--- src/rtl/inst_mem_loadable.sv ---
// Runtime-loadable synchronous-read instruction memory with a valid/ready program load port.
// Define INST_MEM_CLEAR_EN to sweep every word to NOP_WORD after reset.
module inst_mem_loadable #(
   parameter int unsigned       DATA_W    = 32,
   parameter int unsigned       DEPTH     = 32,
   parameter int unsigned       ADDR_W    = $clog2(DEPTH),
   parameter logic [DATA_W-1:0] NOP_WORD  = 32'h1000_0000,
   parameter logic [DATA_W-1:0] HALT_WORD = 32'h0000_0000
) (
   input  logic              clk,
   input  logic              rst,
   input  logic              en_read,
   input  logic [ADDR_W-1:0] pc,
   output logic [DATA_W-1:0] inst,
   output logic              inst_valid,
   input  logic              load_start,
   input  logic [ADDR_W-1:0] load_base,
   input  logic              load_valid,
   input  logic [DATA_W-1:0] load_data,
   input  logic              load_last,
   output logic              load_ready,
   output logic              busy,
   output logic [ADDR_W:0]   load_count,
   output logic              load_err
);

   typedef enum logic [1:0] {CLEAR, IDLE, LOAD} state_t;

`ifdef INST_MEM_CLEAR_EN
   localparam state_t RST_STATE = CLEAR;
`else
   localparam state_t RST_STATE = IDLE;
`endif

   // One extra bit so DEPTH itself is representable for range checks.
   localparam logic [ADDR_W:0]   DEPTH_X   = (ADDR_W+1)'(DEPTH);
   localparam logic [ADDR_W-1:0] LAST_ADDR = ADDR_W'(DEPTH-1);

   state_t            state, state_n;
   logic [ADDR_W-1:0] ptr, ptr_n;
   logic [DATA_W-1:0] inst_n;
   logic              inst_valid_n;
   logic [ADDR_W:0]   load_count_n;
   logic              load_err_n;
   logic              wr_en;
   logic [ADDR_W-1:0] wr_addr;
   logic [DATA_W-1:0] wr_data;
   logic [DATA_W-1:0] mem [DEPTH];

   always_comb begin
      state_n      = state;
      ptr_n        = ptr;
      inst_n       = inst;
      inst_valid_n = 1'b0;
      load_count_n = load_count;
      load_err_n   = load_err;
      wr_en        = 1'b0;
      wr_addr      = ptr;
      wr_data      = NOP_WORD;
      case (state)
         CLEAR: begin
            // ptr doubles as the sweep counter
            wr_en = 1'b1;
            ptr_n = ptr + 1'b1;
            if (ptr == LAST_ADDR) begin
               state_n = IDLE;
               ptr_n   = '0;
            end
         end
         IDLE: begin
            if (en_read) begin
               inst_n       = ({1'b0, pc} < DEPTH_X) ? mem[pc] : HALT_WORD;
               inst_valid_n = 1'b1;
            end
            if (load_start) begin
               load_count_n = '0;
               if ({1'b0, load_base} < DEPTH_X) begin
                  load_err_n = 1'b0;
                  ptr_n      = load_base;
                  state_n    = LOAD;
               end else begin
                  load_err_n = 1'b1;
               end
            end
         end
         LOAD: begin
            if (load_valid) begin
               wr_en        = 1'b1;
               wr_data      = load_data;
               ptr_n        = ptr + 1'b1;
               load_count_n = load_count + 1'b1;
               if (load_last) begin
                  state_n = IDLE;
               end else if (ptr == LAST_ADDR) begin
                  load_err_n = 1'b1;
                  state_n    = IDLE;
               end
            end
         end
         default: state_n = RST_STATE;
      endcase
   end

   always_ff @(posedge clk) begin
      if (rst) begin
         state      <= RST_STATE;
         ptr        <= '0;
         inst       <= NOP_WORD;
         inst_valid <= 1'b0;
         load_count <= '0;
         load_err   <= 1'b0;
      end else begin
         state      <= state_n;
         ptr        <= ptr_n;
         inst       <= inst_n;
         inst_valid <= inst_valid_n;
         load_count <= load_count_n;
         load_err   <= load_err_n;
      end
   end

   // Reset blocks writes so an aborted load leaves earlier words intact.
   always_ff @(posedge clk) begin
      if (wr_en && !rst)
         mem[wr_addr] <= wr_data;
   end

   assign load_ready = (state == LOAD);
   assign busy       = (state != IDLE);

endmodule

--- config.mk ---
export PLATFORM = sky130hd
export DESIGN_NAME = inst_mem_loadable
export DESIGN_NICKNAME = d
export VERILOG_FILES = /design/src/rtl/inst_mem_loadable.sv
export SDC_FILE = /design/constraint.sdc
export NUM_CORES = 1
export LEC_CHECK = 0
export BUFFER_PORTS_ARGS = -buffer_cell sky130_fd_sc_hd__buf_2
export CAP_MARGIN = 30
export CORE_MARGIN = 4
export CORE_UTILIZATION = 30
export DETAILED_ROUTE_END_ITERATION = 16
export GPL_TIMING_DRIVEN = 0
export PLACE_DENSITY = 0.55
export SKIP_CTS_REPAIR_TIMING = 1
export SLEW_MARGIN = 20
export SYNTH_ARGS = -nofsm -noshare
export SYNTH_HDL_FRONTEND = slang
export SYNTH_SLANG_ARGS = --single-unit
--- constraint.sdc ---
create_clock -name clk -period 5.1 [get_ports clk]
set_clock_uncertainty 0.1 [all_clocks]
set_input_delay 1.02 -clock clk [delete_from_list [all_inputs] [get_ports clk]]
set_output_delay 1.02 -clock clk [all_outputs]
set_load 0.02 [all_outputs]
==> impl_results.md <==
* Buffers on Ports at 86
* CTS clk-pin slew, worst paths at 0.06 ns
* Mean Syn Cell Area at 17.61 um2
* Vias after detailed routing at 23577
* Total design power at 19.64 mW
* Cell taking the most area after synthesis: edfxtp_1
* Commonest non-fill, non-tap cell in the layout: edfxtp_1
* Hold_ws at 0.4130 ns
* Post-synth top area share at 73.03%
* Max Slew Vio Count at 0
* Fin util at 36.10%
* Vias in the first global route at 22957
* Mapped Area at 0.04211 mm2
* Area growth syn-to-layout at 19.61%
* Maximum clock rate at 0.2653 GHz
* Die height at 382.6 um
* Max_slew headroom at 32.00%
* CTS Sinks at 1071
* Post-synthesis simple-gate area fraction at 2.410%
* Final setup viols at 0
* Mapped Cells at 2391
* Layout Nets at 2733
* Root Buffer: clkbuf_16
* Top FF cell, synth: edfxtp_1
* Core area at 0.1395 mm2
* First-pass GRT wire length at 178.8 mm
* CP startpoint: state[0]
* Routed WL at 129.3 mm
* Commonest cells after routing, fill and taps aside: edfxtp_1, mux2i_1, a22oi_1, a21oi_1, clkbuf_16
* Worst-margin pin slew at 1.020 ns
* Sequential share of the synthesized area at 75.26%
* Max cap viols at 0
* Min-delay src: load_count[5]
* Syn_nets at 2450
* CTS Buf Count at 109
* Hold WC Path Type: reg -> reg
* Clock buffer depth at 3
* CP required at 5.34 ns
* R2r endpoint: mem[4][20]
* # DRC at 0
* Synth cell types at 47
* Leak at 17.29 nW
* Die footprint at 0.1464 mm2
* Min Tclk post-route at 3.769 ns
* Post-synth EDFFs at 1024
* Status: finished clean
* Tcrit/Tclk final at 73.91%
* CTS tree: built
* Post-DRT Antenna Nets at 0
* Synth async-reset ratio at 0%
* Critical R2R Launch: state[0]
* Mux cell area share after synthesis at 12.25%
* Avg Vias per Cell at 5.075
* Drt initial violations at 2547
* Detailed Place HPWL at 87.57 mm
* Die width at 382.6 um
* Synth Area in Compound Gates at 7.381%
* Yosys warnings at 0
* GRT Residual Overflow at 0
* Final hold violations at 0
* CP startpoint kind: flip-flop
* P per Cell Area at 390.0 mW/mm2
* Boundary Pins at 90
* Main combinational cell family by area after synthesis: multiplexers
* Row count at 137
* GRT Util Overall at 17.22%
* Clock Latency Late Sink at 0.69 ns
* CP endpoint: mem[4][20]
* #FFs+latches synth at 1071
* Reg2Reg Depth at 6
* CP Max Fanout at 32
* XOR/XNOR Fraction of Synth Area at 0.1248%
* CTS HTree Levels at 3
* Initial core utilization at 30.18%
* First-pass DRT Iterations at 5
* FF-to-FF setup slack at 1.33 ns
* GP Congestion at 0.7747
* VDD IR max at 236.4 uV
* Post-Synth Adder-Cell Area at 0.3269%
* Largest net degree at the start of global routing at 33
* Unrepaired setup endpoints after global routing: false
* Layout cells sized above 1 at 17.73%
* Arrival @ worst endpoint at 4.01 ns
* Drt wl/cell at 27.83 um
* Critical path class: reg -> reg
* Top cells by area, synth: edfxtp_1, mux2i_1, a22oi_1, dfxtp_1, a21oi_1
* Setup TNS Final at 0 ns
* Worst setup EP type: flip-flop
* Number of antenna violations at the first check in global routing at 7
[layout make-up]
type                            instances  area, um2
Antenna cell                            1      2.502
Buffer                                154      929.6
Clock buffer                          139       2912
Clock inverter                         67      525.5
Fill cell                           13128      89170
Inverter                                7      26.28
Multi-Input combinational cell       1159       9721
Sequential cell                      1071      31690
Tap cell                             1876       2347
Timing Repair Buffer                  172       2211
[stage by stage]
stage | cell area (um2) | setup slack (ns) | cells
3_5_place_dp | 46790 | 0.8836 | 4430
2_1_floorplan | 42110 | 1.628 | 2391
3_3_place_gp | 44890 | -1.332 | 4353
6_report | 50360 | 1.331 | 4646
4_1_cts | 50230 | 1.241 | 4636
5_1_grt | 50360 | 1.169 | 4645
[report_power, final]
part / internal, mW / switching, mW / leakage (nW)
Clock: 4.35 / 3.35 / 1.71
Sequential: 9.86 / 0.0868 / 9.58
Combinational: 0.613 / 1.39 / 6.01
Total: 14.8 / 4.83 / 17.3
[worst min path at each step]
stage                     to  cells after the start
2_1_floorplan       state[1]                      2
3_3_place_gp        load_err                      2
3_5_place_dp   load_count[5]                      2
4_1_cts        load_count[5]                      2
5_1_grt             inst[10]                      2
6_report       load_count[5]                      2
[per-layer routing]
metal | global-route usage (%) | up-vias | part of all wire (%) | routed length (um)
met3 | 2.872 | 189 | 7.3 | 9504
met2 | 27.84 | 998 | 47 | 60550
li1 | - | 10174 | - | -
met1 | 23.92 | 12214 | 43 | 55900
met4 | 4.934 | 2 | 2.6 | 3344
met5 | 0 | - | 0.010 | 13
[worst max-delay path, stage by stage, from the launching register on]
cell and delay [ns]:
dfxtp_1 0.37, inv_1 0.10, ha_1 0.17, clkbuf_1 0.38
clkbuf_1 0.60, clkbuf_1 0.75, and3_1 0.92
[cells in the mapped netlist, types with 7 or more instances]
library cell	n
edfxtp_1	1024
mux2i_1	504
a22oi_1	249
a21oi_1	132
nor2_1	84
clkbuf_1	68
dfxtp_1	47
and3_1	32
buf_4	32
a211oi_2	31
or4_1	31
buf_6	22
buf_2	13
buf_1	12
nand2_1	12
ha_1	11
nand3_1	9
inv_1	7
[state kept, by name, summed over array words and instances (netlist names)]
signal      cells
load_err        1
state           2
mem          1024
inst           32
load_count      6
inst_valid      1
ptr             5
[kinds of logic (layout without fill, tap and decap cells)]
| family | Yosys count | count (layout) |
|---|---|---|
| DFF | 1071 | 1071 |
| muxes | 510 | 510 |
| and+or+nand+nor | 195 | 195 |
| AOI/OAI and AO/OA | 437 | 437 |
| other | 0 | 1 |
| buffers and inverters | 161 | 539 |
| xor gates and xnor gates | 6 | 6 |
| adders and majority gates | 11 | 11 |
Note: power is estimated with default switching activity, not from simulation.
